[src/rtl/iboot_memif_responder_pkg.sv]
// Shared types for the boot-loader memory-interface responder.
// Holds the FSM state encoding and the write-buffer entry layout.
package iboot_memif_responder_pkg;

  localparam int DQM_W   = 4;
  localparam int ADDR_W  = 25;
  localparam int DATA_W  = 32;
  localparam int ENTRY_W = DQM_W + ADDR_W + DATA_W;

  typedef enum logic {
    BOOTING = 1'b0,
    DONE    = 1'b1
  } boot_state_t;

  typedef struct packed {
    logic [DQM_W-1:0]  dqm;
    logic [ADDR_W-1:0] addr;
    logic [DATA_W-1:0] data;
  } entry_t;

endpackage

[src/rtl/iboot_memif_fifo.sv]
// Synchronous FIFO with occupancy count; storage is not reset.
// Pushes when full and pops when empty are ignored.
module iboot_memif_fifo #(
  parameter int P_WIDTH   = 61,
  parameter int P_DEPTH   = 4,
  parameter int P_DEPTH_N = 2
) (
  input  logic                 iCLOCK,
  input  logic                 inRESET,
  input  logic                 iRESET_SYNC,
  input  logic                 i_push,
  input  logic [P_WIDTH-1:0]   i_data,
  input  logic                 i_pop,
  output logic [P_WIDTH-1:0]   o_data,
  output logic                 o_full,
  output logic                 o_empty,
  output logic [P_DEPTH_N:0]   o_count
);

  logic [P_WIDTH-1:0]   r_mem [P_DEPTH];
  logic [P_DEPTH_N-1:0] r_wptr;
  logic [P_DEPTH_N-1:0] r_rptr;
  logic [P_DEPTH_N:0]   r_count;
  logic                 w_push;
  logic                 w_pop;

  assign o_full  = (r_count == (P_DEPTH_N+1)'(P_DEPTH));
  assign o_empty = (r_count == '0);
  assign o_count = r_count;
  assign o_data  = r_mem[r_rptr];
  assign w_push  = i_push & ~o_full;
  assign w_pop   = i_pop & ~o_empty;

  always_ff @(posedge iCLOCK or negedge inRESET) begin
    if (!inRESET) begin
      r_wptr  <= '0;
      r_rptr  <= '0;
      r_count <= '0;
    end else if (iRESET_SYNC) begin
      r_wptr  <= '0;
      r_rptr  <= '0;
      r_count <= '0;
    end else begin
      if (w_push) r_wptr <= r_wptr + 1'b1;
      if (w_pop)  r_rptr <= r_rptr + 1'b1;
      r_count <= r_count + {{P_DEPTH_N{1'b0}}, w_push} - {{P_DEPTH_N{1'b0}}, w_pop};
    end
  end

  always_ff @(posedge iCLOCK) begin
    if (w_push) r_mem[r_wptr] <= i_data;
  end

endmodule

[src/rtl/iboot_memif_responder.sv]
// Accepts boot-loader write requests, buffers them and forwards them to memory.
// Tracks word count, address-sequence and read-request errors, and boot completion.
module iboot_memif_responder
  import iboot_memif_responder_pkg::*;
#(
  parameter int P_DEPTH   = 4,
  parameter int P_DEPTH_N = 2
) (
  input  logic              iCLOCK,
  input  logic              inRESET,
  input  logic              iRESET_SYNC,
  input  logic              iIBOOT_VALID,
  input  logic              iIBOOT_MEMIF_REQ_VALID,
  input  logic              iIBOOT_MEMIF_REQ_DQM0,
  input  logic              iIBOOT_MEMIF_REQ_DQM1,
  input  logic              iIBOOT_MEMIF_REQ_DQM2,
  input  logic              iIBOOT_MEMIF_REQ_DQM3,
  input  logic              iIBOOT_MEMIF_REQ_RW,
  input  logic [24:0]       iIBOOT_MEMIF_REQ_ADDR,
  input  logic [31:0]       iIBOOT_MEMIF_REQ_DATA,
  output logic              oIBOOT_MEMIF_REQ_LOCK,
  output logic              oMEM_REQ_VALID,
  output logic [3:0]        oMEM_REQ_DQM,
  output logic              oMEM_REQ_RW,
  output logic [24:0]       oMEM_REQ_ADDR,
  output logic [31:0]       oMEM_REQ_DATA,
  input  logic              iMEM_REQ_LOCK,
  output logic              oBOOT_DONE,
  output logic [21:0]       oWORD_COUNT,
  output logic              oERR_SEQ,
  output logic              oERR_RW
);

  boot_state_t        r_state;
  boot_state_t        w_state_next;
  logic               r_iboot_valid;
  logic [21:0]        r_word_count;
  logic [ADDR_W-1:0]  r_exp_addr;
  logic               r_err_seq;
  logic               r_err_rw;
  logic               w_full;
  logic               w_empty;
  logic [P_DEPTH_N:0] w_count;
  logic               w_accept;
  logic               w_push;
  logic               w_pop;
  entry_t             w_in_entry;
  entry_t             w_head;

  assign w_in_entry.dqm  = {iIBOOT_MEMIF_REQ_DQM3, iIBOOT_MEMIF_REQ_DQM2,
                            iIBOOT_MEMIF_REQ_DQM1, iIBOOT_MEMIF_REQ_DQM0};
  assign w_in_entry.addr = iIBOOT_MEMIF_REQ_ADDR;
  assign w_in_entry.data = iIBOOT_MEMIF_REQ_DATA;

  assign oIBOOT_MEMIF_REQ_LOCK = w_full | iRESET_SYNC;
  assign w_accept = iIBOOT_MEMIF_REQ_VALID & ~oIBOOT_MEMIF_REQ_LOCK;
  assign w_push   = w_accept & iIBOOT_MEMIF_REQ_RW;
  // Sync reset masks the head so buffered words are dropped, never emitted.
  assign w_pop    = ~w_empty & ~iMEM_REQ_LOCK & ~iRESET_SYNC;

  iboot_memif_fifo #(
    .P_WIDTH   (ENTRY_W),
    .P_DEPTH   (P_DEPTH),
    .P_DEPTH_N (P_DEPTH_N)
  ) u_fifo (
    .iCLOCK      (iCLOCK),
    .inRESET     (inRESET),
    .iRESET_SYNC (iRESET_SYNC),
    .i_push      (w_push),
    .i_data      (w_in_entry),
    .i_pop       (w_pop),
    .o_data      (w_head),
    .o_full      (w_full),
    .o_empty     (w_empty),
    .o_count     (w_count)
  );

  assign oMEM_REQ_VALID = w_pop;
  assign oMEM_REQ_DQM   = w_head.dqm;
  assign oMEM_REQ_RW    = 1'b1;
  assign oMEM_REQ_ADDR  = w_head.addr;
  assign oMEM_REQ_DATA  = w_head.data;
  assign oBOOT_DONE     = (r_state == DONE);
  assign oWORD_COUNT    = r_word_count;
  assign oERR_SEQ       = r_err_seq;
  assign oERR_RW        = r_err_rw;

  always_ff @(posedge iCLOCK or negedge inRESET) begin
    if (!inRESET) begin
      r_state       <= BOOTING;
      r_iboot_valid <= 1'b1;
      r_word_count  <= '0;
      r_exp_addr    <= '0;
      r_err_seq     <= 1'b0;
      r_err_rw      <= 1'b0;
    end else if (iRESET_SYNC) begin
      r_state       <= BOOTING;
      r_iboot_valid <= 1'b1;
      r_word_count  <= '0;
      r_exp_addr    <= '0;
      r_err_seq     <= 1'b0;
      r_err_rw      <= 1'b0;
    end else begin
      r_state       <= w_state_next;
      r_iboot_valid <= iIBOOT_VALID;
      if (w_push) begin
        r_word_count <= r_word_count + 22'd1;
        r_exp_addr   <= r_exp_addr + 25'd1;
        if (iIBOOT_MEMIF_REQ_ADDR != r_exp_addr) r_err_seq <= 1'b1;
      end
      if (w_accept && !iIBOOT_MEMIF_REQ_RW) r_err_rw <= 1'b1;
    end
  end

  always_comb begin
    w_state_next = r_state;
    case (r_state)
      BOOTING: if (!r_iboot_valid && (w_count == '0) && !w_push) w_state_next = DONE;
      DONE:    w_state_next = DONE;
      default: w_state_next = BOOTING;
    endcase
  end

endmodule

[config.mk]
export PLATFORM = sky130hd
export DESIGN_NAME = iboot_memif_responder
export DESIGN_NICKNAME = d
export VERILOG_FILES = /design/src/rtl/iboot_memif_responder_pkg.sv /design/src/rtl/iboot_memif_fifo.sv /design/src/rtl/iboot_memif_responder.sv
export SDC_FILE = /design/constraint.sdc
export NUM_CORES = 1
export LEC_CHECK = 0
export CAP_MARGIN = 20
export CORE_MARGIN = 3
export CORE_UTILIZATION = 43
export DETAILED_ROUTE_END_ITERATION = 12
export SYNTH_ARGS = -nofsm -noshare
export SYNTH_HDL_FRONTEND = slang
export SYNTH_SLANG_ARGS = --single-unit
[constraint.sdc]
create_clock -name iCLOCK -period 5.95 [get_ports iCLOCK]
set_input_delay 1.19 -clock iCLOCK [delete_from_list [all_inputs] [get_ports iCLOCK]]
set_output_delay 1.19 -clock iCLOCK [all_outputs]
set_load 0.02 [all_outputs]
==> results of run 1 <==
## stage by stage
step	cells	utilization (%)	setup slack (ps)	instance area, um2
after floorplan	686	-	2300	12300
after global placement	1186	50.6	1900	14100
after detailed placement	1186	50.6	1780	14100
after CTS	1243	54.2	1400	15100
after global routing	1243	54.2	1270	15100
final	1243	54.2	1540	15100
## cell usage after synthesis (all sizes together), types with 2 or more instances
cell and number:
o21ai 3, o311ai 2, mux2i 5, or4 18, inv 10, mux4 61
nor3b 2, o41ai 5, ha 8, nand4 20, o21a 3, clkinv 2
edfxtp 244, o31ai 19, xnor2 31, clkbuf 10, buf 26, or3 4
xor2 3, or3b 2, and4 6, a21oi 24, nand2b 2, and2 8
nor2b 7, nand3 19, and3 5, nor3 6, dfrtp 57, nand2 25
or4b 2, mux2 6, nor4 11, nor2 17, o31a 3
## where the power goes
part           internal [uW]  switching [uW]  total (uW)
combinational            475             400         876
clock                   1080             778        1860
sequential              2350             105        2450
total                   3910            1280        5190
## flip-flops by register name (all words and copies together) (netlist names)
name / cells
oWORD_COUNT: 22
u_fifo.r_rptr: 2
u_fifo.r_wptr: 2
oERR_RW: 1
oERR_SEQ: 1
u_fifo.r_mem: 244
u_fifo.o_count: 3
r_exp_addr: 25
oBOOT_DONE: 1
r_iboot_valid: 1
## area by class of cell
cell class | count | area, um2 | area share [%]
flip-flops and latches | 302 | 8790 | 58.0
multi-input cells | 336 | 3270 | 21.6
well taps | 378 | 473 | 3.12
clock inverters | 19 | 171 | 1.13
clock buffers | 38 | 832 | 5.49
inverters | 12 | 45.0 | 0.297
repair buffers | 158 | 1560 | 10.3
## worst max-delay path: cells and delay by family, from the launching register on
family / cells / cell delay [ps]
DFF: 1 / 1000
buffers and inverters: 2 / 1060
muxes: 1 / 570
## metal layers
metal | vias up | track usage, % | wire (um)
li1 | 3078 | - | -
met1 | 3573 | 23.7 | 11300
met2 | 228 | 28.3 | 13000
met3 | 27 | 3.37 | 1620
met4 | 2 | 3.03 | 315
met5 | - | 0 | 13
## worst paths after layout
| kind | endpoint | slack [ps] | cells after the start |
|---|---|---|---|
| min in group asynchronous | oWORD_COUNT[18]$_DFFE_PN0P_ | 790 | 2 |
| setup reg to reg | u_fifo.o_count[2]$_DFF_PN0_ | 3070 | 9 |
| hold / removal | oBOOT_DONE$_DFF_PN0_ | 510 | 2 |
| hold reg to reg | oBOOT_DONE$_DFF_PN0_ | 510 | 2 |
| setup / recovery | oMEM_REQ_ADDR[18] | 1540 | 3 |
| max in group asynchronous | u_fifo.r_rptr[0]$_DFFE_PN0P_ | 4580 | 2 |
## cells in the final DEF (no fill, tap or decap), types with 4 or more instances in the layout
master           count
mux2i_1              5
or3_1                4
and2_4               4
clkdlybuf4s50_1    153
nand2_1             25
and3_1               5
clkinv_1             6
a21oi_1             24
nor4_1              10
o31ai_1             19
clkbuf_1             4
and4_1               6
or4_1               18
ha_1                 8
clkinvlp_4           5
dfrtp_1             55
mux4_2              61
nor3_1               6
clkinv_2             5
edfxtp_1           244
nor2_1              17
nand3_1             18
nor2b_1              7
xnor2_1             31
inv_1               10
o41ai_1              5
nand4_1             19
clkbuf_16           31
mux2_2               6
## kinds of logic after synthesis
kind of cell | count (synthesis)
AND/OR/NAND/NOR | 156
multiplexers | 72
XOR/XNOR | 34
AO/OA/AOI/OAI | 64
buffers and inverters | 48
other | 1
flip-flops | 302
adder cells (fa/ha/maj) | 9
==> summary.md, run 1 <==
| Metric | Value |
|---|---|
| Largest net degree at the start of global routing | `63` |
| Syn Inst Count | `686` |
| Nets@finish | `918` |
| CTS tree | `done` |
| Ports | `157` |
| Die X | `175 um` |
| Synth area leader | `edfxtp_1` |
| Mux cell area share after synthesis | `12.2%` |
| Peak VDD IR | `0.211 mV` |
| FP Rows | `61` |
| CP max-delay cell | `dfrtp_4` |
| Initial Util | `43.9%` |
| Unique masters post-synth | `53` |
| Longest Clk Path Bufs | `3` |
| Vias in the first global route | `7,083` |
| GRT overflow | `0` |
| Postcts setup bufs | `0` |
| Worst path required time | `4760 ps` |
| Fin crit share | `74.1%` |
| Mean Syn Cell Area | `17.9 um2` |
| Core footprint | `0.0279 mm2` |
| Fin. max-slew vios | `0` |
| Setup-failing EPs final | `0` |
| Unrepaired setup endpoints after global routing | `no` |
| Yosys Warn Count | `0` |
| Ys async rst share | `19.2%` |
| Synth top area share | `59.8%` |
| # resized after CTS | `0` |
| MaxCap Viol Count | `0` |
| Hold Path Class | `flip-flop to flip-flop` |
| Post-Syn Nets | `763` |
| Register area share after synthesis | `71.6%` |
| Initial detailed-routing violation count | `484` |
| CTS Hold Bufs | `0` |
| Compound-gate portion of the synthesized area | `3.48%` |
| DRT Pass-1 Iters | `5` |
| Crit-path max FO | `46` |
| Clk_lat worst skew | `540 ps` |
| Ant. Diodes | `0` |
| Root Buffer | `clkbuf_16` |
| Type of origin of the critical path | `flip-flop` |
| Area contributors post-synth | `edfxtp_1 (60%), dfrtp_1 (12%), mux4_2 (11%)` |
| HPWL after DPL | `16,600 um` |
| Cts bufs inserted | `31` |
| Filler cells | `2,244` |
| Yosys reg bits | `302` |
| Die area | `0.0306 mm2` |
| Share of layout cells above drive strength 1 | `15.5%` |
| Number of synthesized flops with an enable pin | `244` |
| Critical Path, Cell by Cell | `buf_4 > mux4_2 > clkdlybuf4s50_1` |
| Final min period | `4410 ps` |
| Die Ht | `175 um` |
| Post-synthesis cell area | `0.0123 mm2` |
| Outcome | `finished, final reports clean` |
| PD cells | `343 mW/mm2` |
| Kind of critical path | `flip-flop to output pin` |
| P&R area growth vs syn | `23.6%` |
| CTS sink count | `302` |
| Hold slack | `508 ps` |
| DRC viols | `0` |
| Critical Path AT | `3220 ps` |
| Simple-Gate Fraction of Synth Area | `7.50%` |
| Relative slew margins | `35.8%` |
| Wire per inst | `21.1 um` |
| Final hold violation count | `0` |
| Number of I/O port buffers | `155` |
| Max incr delay on CP | `1000 ps` |
| CP Capture Type | `output pin` |
| Total number of vias | `6,908` |
| Worst Skew | `13.8 ps` |
| Clock-pin slew on the worst setup and hold paths | `60 ps` |
| H-Tree Depth | `1` |
| Total Power | `5190 uW` |
| Setup crit start | `u_fifo.r_rptr[0]$_DFFE_PN0P_` |
| Max Fclk | `227 MHz` |
| HP Start | `oBOOT_DONE$_DFF_PN0_` |
| DR vias/cell | `5.56` |
| Initial antenna violation count | `1` |
| Slew @ Worst Pin | `962 ps` |
| Combinational family with the most area after synthesis | `multiplexers` |
| Synth Flop Type | `edfxtp_1` |
| First-pass GRT wire length | `40,900 um` |
| Lkg Pwr | `0.00491 uW` |
| WL final | `26,200 um` |
| XOR/XNOR share of the synthesized area | `2.43%` |
| RePlAce Congestion | `0.866` |
| Final ANT Viol Nets | `0` |
| Adder-cell share of the synthesized area | `0.980%` |
| Setup TNS | `0 ps` |
| Total GRT Usage | `17.0%` |
| Reg2reg start | `u_fifo.o_count[1]$_DFF_PN0_` |
Power figures use the tool's default switching activity.
==> inputs of run 2 (changes only) <==
--- a/config.mk
+++ b/config.mk
@@ -9,6 +9,7 @@
 export CORE_MARGIN = 3
 export CORE_UTILIZATION = 43
 export DETAILED_ROUTE_END_ITERATION = 12
+export PLACE_DENSITY = 0.67
 export SYNTH_ARGS = -nofsm -noshare
 export SYNTH_HDL_FRONTEND = slang
 export SYNTH_SLANG_ARGS = --single-unit
==> constraint.sdc (replaced) <==
create_clock -name iCLOCK -period 3.62 [get_ports iCLOCK]
set_input_delay 0.724 -clock iCLOCK [delete_from_list [all_inputs] [get_ports iCLOCK]]
set_output_delay 0.724 -clock iCLOCK [all_outputs]
set_load 0.02 [all_outputs]
==> run 2 against run 1 <==
Worst setup slack worse by 1200 ps; wire length shrank 2.5%; sequential share of layout area is 0.98 points lower; register-to-register slack lost 1700 ps; critical path depth is the same; flip-flop and latch count did not move.
==> summary.md, run 2 (synthesis gave the netlist of run 1 again) <==
| Metric | Value |
|---|---|
| Outcome | `finished, final reports clean` |
| CTS sink count | `302 (unchanged)` |
| Total number of vias | `6,907 (-0.014%)` |
| FP Rows | `61 (unchanged)` |
| CTS tree | `done` |
| Worst Skew | `24.1 ps (+10.3 ps)` |
| Post-route cell area | `0.0154 mm2 (+1.7%)` |
| PD cells | `562 mW/mm2 (+64%)` |
| Largest register FFs | `244 (unchanged)` |
| Share of layout cells above drive strength 1 | `17.1% (+1.6 points)` |
| Kind of critical path | `flip-flop to output pin` |
| DR vias/cell | `5.46 (-1.8%)` |
| Power Internal | `6540 uW (+67%)` |
| Psw | `2110 uW (+65%)` |
| Setup TNS | `0 ps (unchanged)` |
| WL final | `25,600 um (-2.5%)` |
| Die X | `175 um (unchanged)` |
| Die Ht | `175 um (unchanged)` |
| Total GRT Usage | `16.6% (-0.34 points)` |
| Number of I/O port buffers | `155 (unchanged)` |
| CP Capture Type | `output pin` |
| Die area | `0.0306 mm2 (unchanged)` |
| Relative slew margins | `47.2% (+11 points)` |
| Largest net degree at the start of global routing | `60 (-4.8%)` |
| Ant. Diodes | `0 (unchanged)` |
| GRT overflow | `0 (unchanged)` |
| H-Tree Depth | `1 (unchanged)` |
| Root Buffer | `clkbuf_16` |
| # resized after CTS | `0 (unchanged)` |
| Fin crit share | `91.3%` |
| Largest Register | `u_fifo.r_mem` |
| Area after DPL | `0.0144 mm2 (+1.7%)` |
| DRT Pass-1 Iters | `5 (unchanged)` |
| Unrepaired setup endpoints after global routing | `no` |
| Initial detailed-routing violation count | `603 (+25%)` |
| Max Fclk | `303 MHz` |
| Postcts setup bufs | `0 (unchanged)` |
| Crit-path max FO | `16 (-65%)` |
| Longest Clk Path Bufs | `3 (unchanged)` |
| Clock-pin slew on the worst setup and hold paths | `60 ps (about the same)` |
| Wire per inst | `20.2 um (-4.2%)` |
| Peak VDD IR | `0.331 mV (+57%)` |
| Type of origin of the critical path | `flip-flop` |
| RePlAce Congestion | `0.799 (-7.7%)` |
| Ports | `157 (unchanged)` |
| Comb power frac | `18.7% (+1.8 points)` |
| Hold Path Class | `input pin to async pin` |
| Worst path required time | `2900 ps (-1860 ps)` |
| Core footprint | `0.0279 mm2 (unchanged)` |
| First-pass GRT wire length | `40,500 um (-1.1%)` |
| Lkg Pwr | `0.00506 uW (+3.1%)` |
| MaxCap Viol Count | `0 (unchanged)` |
| Worst reg2reg path endpoint | `u_fifo.o_count[2]$_DFF_PN0_` |
| Sw Ratio | `24.4% (-0.28 points)` |
| Reg power frac | `45.6% (-1.7 points)` |
| Clk_lat worst skew | `550 ps (about the same)` |
| Commonest non-fill, non-tap cell in the layout | `edfxtp_1` |
| Final min period | `3310 ps` |
| Fin. max-slew vios | `0 (unchanged)` |
| Critical Path AT | `2580 ps (-640 ps)` |
| CTS Hold Bufs | `0 (unchanged)` |
| Clock share of power | `35.7% (-0.2 points)` |
| Nets@finish | `940 (+2.4%)` |
| P&R area growth vs syn | `25.6%` |
| Slew @ Worst Pin | `791 ps (-171 ps)` |
| HPWL after DPL | `17,200 um (+3.8%)` |
| Reg2reg path depth | `11 (+2)` |
| Initial antenna violation count | `0 (-1)` |
| Reg2reg start | `u_fifo.o_count[1]$_DFF_PN0_` |
| Filler cells | `2,256 (+0.53%)` |
| Cts bufs inserted | `31 (unchanged)` |
| Setup-failing EPs final | `0 (unchanged)` |
| DRC viols | `0 (unchanged)` |
| Final hold violation count | `0 (unchanged)` |
| R2r setup slk | `1330 ps (-1740 ps)` |
| Initial Util | `43.9% (unchanged)` |
| Vias in the first global route | `6,921 (-2.3%)` |
| Final ANT Viol Nets | `0 (unchanged)` |
| Most frequent cells in the layout | `edfxtp_1 (244), clkdlybuf4s50_1 (153), mux4_2 (61)` |
==> run 2: cell count changes in the layout (fill, tap and decap cells not counted), moves of 2 or more <==
| cell | before | now |
|---|---|---|
| buf_4 | 3 | 17 |
| clkbuf_1 | 4 | 12 |
| buf_12 | 0 | 7 |
| clkinvlp_4 | 5 | 0 |
| clkinv_1 | 6 | 3 |
| clkbuf_8 | 3 | 1 |
| clkinv_2 | 5 | 7 |
| inv_6 | 1 | 3 |
==> run 2: final cells by class <==
class / instances / area, um2 / area share (%)
Inverter: 12 / 45.0 / 0.293
Sequential cell: 302 / 8780 / 57.0
Clock buffer: 44 / 835 / 5.42
Multi-Input combinational cell: 336 / 3270 / 21.2
Tap cell: 378 / 473 / 3.07
Clock inverter: 14 / 155 / 1.01
Timing Repair Buffer: 180 / 1840 / 11.9
==> run 2: per-stage QoR <==
stage	power [uW]	setup slack (ps)	utilization (%)	std cells	hold slack [ps]
3_5_place_dp	5640	652	51.5	1207	483
3_3_place_gp	5630	644	51.5	1207	477
5_1_grt	8990	158	55.1	1266	266
2_1_floorplan	4910	435	-	686	428
6_report	8650	315	55.1	1266	223
4_1_cts	8730	81.3	55.0	1265	237
==> run 2: worst max-delay path by stage <==
| stage | startpoint | end | slack (ps) | depth (start not counted) |
|---|---|---|---|---|
| final | u_fifo.r_rptr[0]$_DFFE_PN0P_ | oMEM_REQ_DATA[16] | 310 | 3 |
| after detailed placement | u_fifo.r_rptr[0]$_DFFE_PN0P_ | oMEM_REQ_DATA[16] | 650 | 3 |
| after global placement | u_fifo.r_rptr[0]$_DFFE_PN0P_ | oMEM_REQ_DATA[0] | 640 | 3 |
| after CTS | u_fifo.r_rptr[0]$_DFFE_PN0P_ | oMEM_REQ_ADDR[9] | 80 | 3 |
| after global routing | u_fifo.r_rptr[0]$_DFFE_PN0P_ | oMEM_REQ_DATA[12] | 160 | 3 |
| after floorplan | iRESET_SYNC | u_fifo.r_mem[0][0]$_DFFE_PP_ | 430 | 5 |
==> run 2: per-layer routing <==
metal  GRT usage (%)  share of wire [%]  wire, um
met1            23.3                 44     11100
met2            28.2                 49     12600
met3            2.67                5.8      1480
met4            2.79                1.5       382
met5               0                  0         0
==> run 2: power by group through the flow <==
stage / combinational [uW] / sequential, uW / clock, uW
final: 1620 / 3950 / 3090
after global routing: 1730 / 3960 / 3300
after CTS: 1600 / 3980 / 3150
after detailed placement: 1590 / 4050 / 0
after global placement: 1580 / 4050 / 0
after floorplan: 938 / 3970 / 0
==> run 2: critical path, stage by stage, from the launching register on <==
cell             delay [ps]
dfrtp_4                 680
buf_4                   300
mux4_2                  520
clkdlybuf4s50_1         550
==> inputs of run 3 (changes only) <==
--- a/config.mk
+++ b/config.mk
@@ -13,3 +13,4 @@
 export SYNTH_ARGS = -nofsm -noshare
 export SYNTH_HDL_FRONTEND = slang
 export SYNTH_SLANG_ARGS = --single-unit
+export TNS_END_PERCENT = 5
==> results of run 3 <==
No change in the layout: final DEF, timing and power equal those of run 2.
